$ cat src/rtl/serial_subtractor_8bit.sv
// serial_subtractor_8bit: bit-serial A-B (LSB first) with start/busy/done; define SUB_SAT_EN to saturate at zero
module serial_subtractor_8bit #(
    parameter int WIDTH = 8
) (
    input  logic             clk,
    input  logic             rst_n,
    input  logic             start,
    input  logic [WIDTH-1:0] A,
    input  logic [WIDTH-1:0] B,
    output logic             busy,
    output logic             done,
    output logic [WIDTH-1:0] Diff,
    output logic             Borrow,
    output logic             Zero
);
    localparam int CW = $clog2(WIDTH + 1);
    typedef enum logic [1:0] {IDLE, RUN, DONE} state_t;
    state_t           r_state, w_next;
    logic [WIDTH-1:0] r_a, r_b, r_res, r_diff;
    logic [CW-1:0]    r_cnt;
    logic             r_br, r_busy, r_done, r_borrow, r_zero;
    logic             w_d, w_br, w_last;
    logic [WIDTH-1:0] w_res, w_final;
    assign w_d    = r_a[0] ^ r_b[0] ^ r_br;
    assign w_br   = (~r_a[0] & r_b[0]) | (~(r_a[0] ^ r_b[0]) & r_br);
    assign w_res  = {w_d, r_res[WIDTH-1:1]};
    assign w_last = r_cnt == CW'(WIDTH - 1);
`ifdef SUB_SAT_EN
    assign w_final = w_br ? '0 : w_res;
`else
    assign w_final = w_res;
`endif
    always_comb begin
        w_next = r_state;
        case (r_state)
            IDLE:    w_next = start ? RUN : IDLE;
            RUN:     w_next = w_last ? DONE : RUN;
            default: w_next = IDLE;
        endcase
    end
    always_ff @(posedge clk or negedge rst_n) begin
        if (!rst_n) begin
            r_state  <= IDLE;
            r_a      <= '0;
            r_b      <= '0;
            r_res    <= '0;
            r_diff   <= '0;
            r_cnt    <= '0;
            r_br     <= 1'b0;
            r_busy   <= 1'b0;
            r_done   <= 1'b0;
            r_borrow <= 1'b0;
            r_zero   <= 1'b0;
        end else begin
            r_state <= w_next;
            r_busy  <= w_next == RUN;
            r_done  <= w_next == DONE;
            if (r_state == IDLE && start) begin
                r_a   <= A;
                r_b   <= B;
                r_cnt <= '0;
                r_br  <= 1'b0;
            end else if (r_state == RUN) begin
                r_a   <= r_a >> 1;
                r_b   <= r_b >> 1;
                r_res <= w_res;
                r_cnt <= r_cnt + 1'b1;
                r_br  <= w_br;
                if (w_last) begin
                    r_diff   <= w_final;
                    r_borrow <= w_br;
                    r_zero   <= w_final == '0;
                end
            end
        end
    end
    assign busy   = r_busy;
    assign done   = r_done;
    assign Diff   = r_diff;
    assign Borrow = r_borrow;
    assign Zero   = r_zero;
endmodule
$ cat config.mk
export PLATFORM = sky130hd
export DESIGN_NAME = serial_subtractor_8bit
export DESIGN_NICKNAME = d
export VERILOG_FILES = /design/src/rtl/serial_subtractor_8bit.sv
export SDC_FILE = /design/constraint.sdc
export NUM_CORES = 1
export LEC_CHECK = 0
export ABC_AREA = 1
export CAP_MARGIN = 20
export CORE_MARGIN = 5
export CORE_UTILIZATION = 35
export CTS_BUF_LIST = sky130_fd_sc_hd__clkbuf_8 sky130_fd_sc_hd__clkbuf_16
export DETAILED_ROUTE_END_ITERATION = 7
export HOLD_SLACK_MARGIN = 0.06
export PLACE_DENSITY = 0.61
export SYNTH_ARGS = -nofsm -noshare
export SYNTH_HDL_FRONTEND = slang
export SYNTH_SLANG_ARGS = --single-unit
$ cat constraint.sdc
create_clock -name clk -period 2.6 [get_ports clk]
set_input_delay 0.39 -clock clk [delete_from_list [all_inputs] [get_ports clk]]
set_output_delay 0.39 -clock clk [all_outputs]
set_load 0.1 [all_outputs]
==> flow_metrics.env <==
export IMPL_status="complete, no violations"
export IMPL_rsz0062_at_grt="false"
export IMPL_dr_first_iter_drc_count=78
export IMPL_worstSetupStartpointType="primary input"
export IMPL_grt_ovfl_total=0
export IMPL_worst_ep_required_time_ns=2.82
export IMPL_drv_slew=0
export IMPL_synth_cell_types=19
export IMPL_synth_warnings=0
export IMPL_postCtsSetupBuffers=0
export IMPL_synth_compound_area_share=0.0742
export IMPL_antenna_found_initial=0
export IMPL_tightest_slew_ns=0.928
export IMPL_fin_nets=251
export IMPL_postSynthCellCount=201
export IMPL_grt_first_pass_wirelength_um=5750
export IMPL_core_sq_um=5110
export IMPL_numClockSinks=42
export IMPL_gp_congestion=0.721
export IMPL_grt_usage=0.112
export IMPL_preCtsSetupSlack_ns=0.930
export IMPL_avgSynthCellArea_sq_um=9.14
export IMPL_regArea_sq_um=1050
export IMPL_synthSimpleGateAreaFrac=0.265
export IMPL_hold_violations=0
export IMPL_multi_input_area_sq_um=657
export IMPL_antennaDiodeCount=0
export IMPL_tns_ns=0
export IMPL_core_rowCount=26
export IMPL_seq_area_frac_synth=0.572
export IMPL_crit_fanout=16
export IMPL_period_minus_slack_ns=1.36
export IMPL_route_detailed_drc=0
export IMPL_portBuffers=30
export IMPL_reg2reg_setup_slack_ns=1.24
export IMPL_grt_max_degree=43
export IMPL_cts_root_buf="clkbuf_8"
export IMPL_synth_area_sq_um=1840
export IMPL_reg2reg_depth=6
export IMPL_pwr_density_cell_nw_per_um2=1320
export IMPL_drive_gt1_frac=0.147
export IMPL_synthAdderAreaFrac=0.0177
export IMPL_dp_cells=293
export IMPL_n_fill_cell=526
export IMPL_grt_pass1_vias=1299
export IMPL_synth_xor_area_frac=0
export IMPL_setup_viol=0
export IMPL_dieArea_sq_um=6800
export IMPL_ys_ff_latch=42
export IMPL_maxCapViolCount=0
export IMPL_worstPathArrival_ns=1.59
export IMPL_htreeDepth=2
export IMPL_postCtsHoldBufs=0
export IMPL_dp_hpwl_um=2270
export IMPL_clock_latency_ns=0.29
export IMPL_tritoncts="yes"
export IMPL_worstSetupPathType="primary input to flip-flop"
export IMPL_final_core_util=0.433
export IMPL_synth_top_family_by_area="simple AND/OR/NAND/NOR gates"
export IMPL_die_w_um=82.5
export IMPL_fin_crit_sh=0.525
export IMPL_peakVddDrop_mv=0.691
export IMPL_cts_resized=0
export IMPL_r2r_start="r_a[0]$_DFFE_PN0P_"
export IMPL_power_w=0.00293
export IMPL_start_util=0.360
export IMPL_vias=1375
export IMPL_fin_ws_ns=1.24
export IMPL_clockBufferDepth=2
export IMPL_firstDrtPassIters=4
export IMPL_crit_path_end_kind="flip-flop"
export IMPL_syn_nets=222
export IMPL_slew_headroom=0.381
export IMPL_io_pins=31
export IMPL_syn_to_final_growth_pct=20.4
export IMPL_drtAntennaViolNets=0
export IMPL_vias_per_cell=4.57
export IMPL_max_freq_mhz=733
export IMPL_totalWireLength_um=3390
export IMPL_r2r_end="Zero$_DFFE_PN0P_"
export IMPL_muxShareOfSynthArea=0
export IMPL_wl_per_cell_um=11.2
export IMPL_fin_cells=301
export IMPL_hold_path_class="primary input to asynchronous set/reset pin"
export IMPL_cts_buffers=5
export IMPL_clkSlewWorstSetupHoldPaths_ns=0.08
export IMPL_p_leak_nw=1.08
export IMPL_clock_skew_ns=0.00508
export IMPL_die_y_um=82.5
[sequential cells by signal, summed over array words and instances (netlist names), 2 cells and up]
name,count
r_b,8
r_a,8
r_res,7
Diff,8
r_cnt,4
r_state,2
[synthesized netlist by cell type]
cell type	n	area, sq um
nand3_1	32	160
ha_1	1	12.5
o21ai_0	11	55.1
nand3b_1	1	7.51
dfrtp_1	42	1050
fa_1	1	20.0
inv_1	13	48.8
nand2_1	65	244
buf_6	4	45.0
nor2_4	1	11.3
nand2_2	2	12.5
nand2_4	1	11.3
o22ai_1	1	6.26
buf_2	2	10.0
nor2_1	11	41.3
inv_2	1	3.75
o21ai_2	8	70.1
a21oi_1	1	5.00
buf_4	3	22.5
[worst max-delay path, cell delays in order]
cell and delay (ns):
clkdlybuf4s50_1 0.50, nand2_1 0.12, inv_1 0.38, nand2_1 0.11, nand3_1 0.08
[cell usage in the layout (no fill, tap or decap), drive strengths merged, types with 6 or more instances in the layout]
| cell | instances |
|---|---|
| dfrtp | 42 |
| nand3 | 32 |
| nor2 | 12 |
| nand2 | 68 |
| clkbuf | 6 |
| inv | 15 |
| o21ai | 19 |
| buf | 14 |
| clkdlybuf4s50 | 17 |
[power breakdown]
part	internal [W]	total (W)	leakage (nW)	switching [W]
logic	0.000372	0.00142	0.491	0.00105
registers	0.000924	0.00108	0.538	0.000157
clock network	0.000210	0.000425	0.0524	0.000214
total	0.00151	0.00293	1.08	0.00142
[cell families after synthesis]
family                     after synthesis
adders and majority gates                2
DFF                                     42
and+or+nand+nor                        113
AOI/OAI and AO/OA                       21
buffers and inverters                   23
[per-stage QoR]
step / hold slack [ns] / area [sq um]
4_1_cts: 0.270 / 2210
5_1_grt: 0.314 / 2210
6_report: 0.237 / 2210
3_3_place_gp: 0.467 / 2120
3_5_place_dp: 0.471 / 2120
2_1_floorplan: 0.0944 / 1840
[how the worst max path moves through the flow]
stage | slack [ns] | to | start
6_report | 1.24 | r_a[5]$_DFFE_PN0P_ | start
5_1_grt | 1.10 | r_b[4]$_DFFE_PN0P_ | start
4_1_cts | 1.22 | r_a[4]$_DFFE_PN0P_ | start
3_5_place_dp | 0.93 | r_a[5]$_DFFE_PN0P_ | start
3_3_place_gp | 0.94 | r_b[3]$_DFFE_PN0P_ | start
2_1_floorplan | 1.31 | Borrow | Borrow$_DFFE_PN0P_
[layer usage]
layer,GRT usage,vias up,wire [um]
met3,0.0315,5,193
met4,0.0399,0,34
li1,-,703,-
met2,0.184,31,1550
met5,0,-,0
met1,0.139,636,1610
[layout make-up]
cell class / count / share of cell area
Sequential cell: 42 / 0.475
Multi-Input combinational cell: 136 / 0.297
Clock buffer: 6 / 0.0373
Inverter: 14 / 0.0238
Clock inverter: 2 / 0.00396
Timing Repair Buffer: 31 / 0.123
Tap cell: 70 / 0.0396
Note: power is estimated with default switching activity, not from simulation.
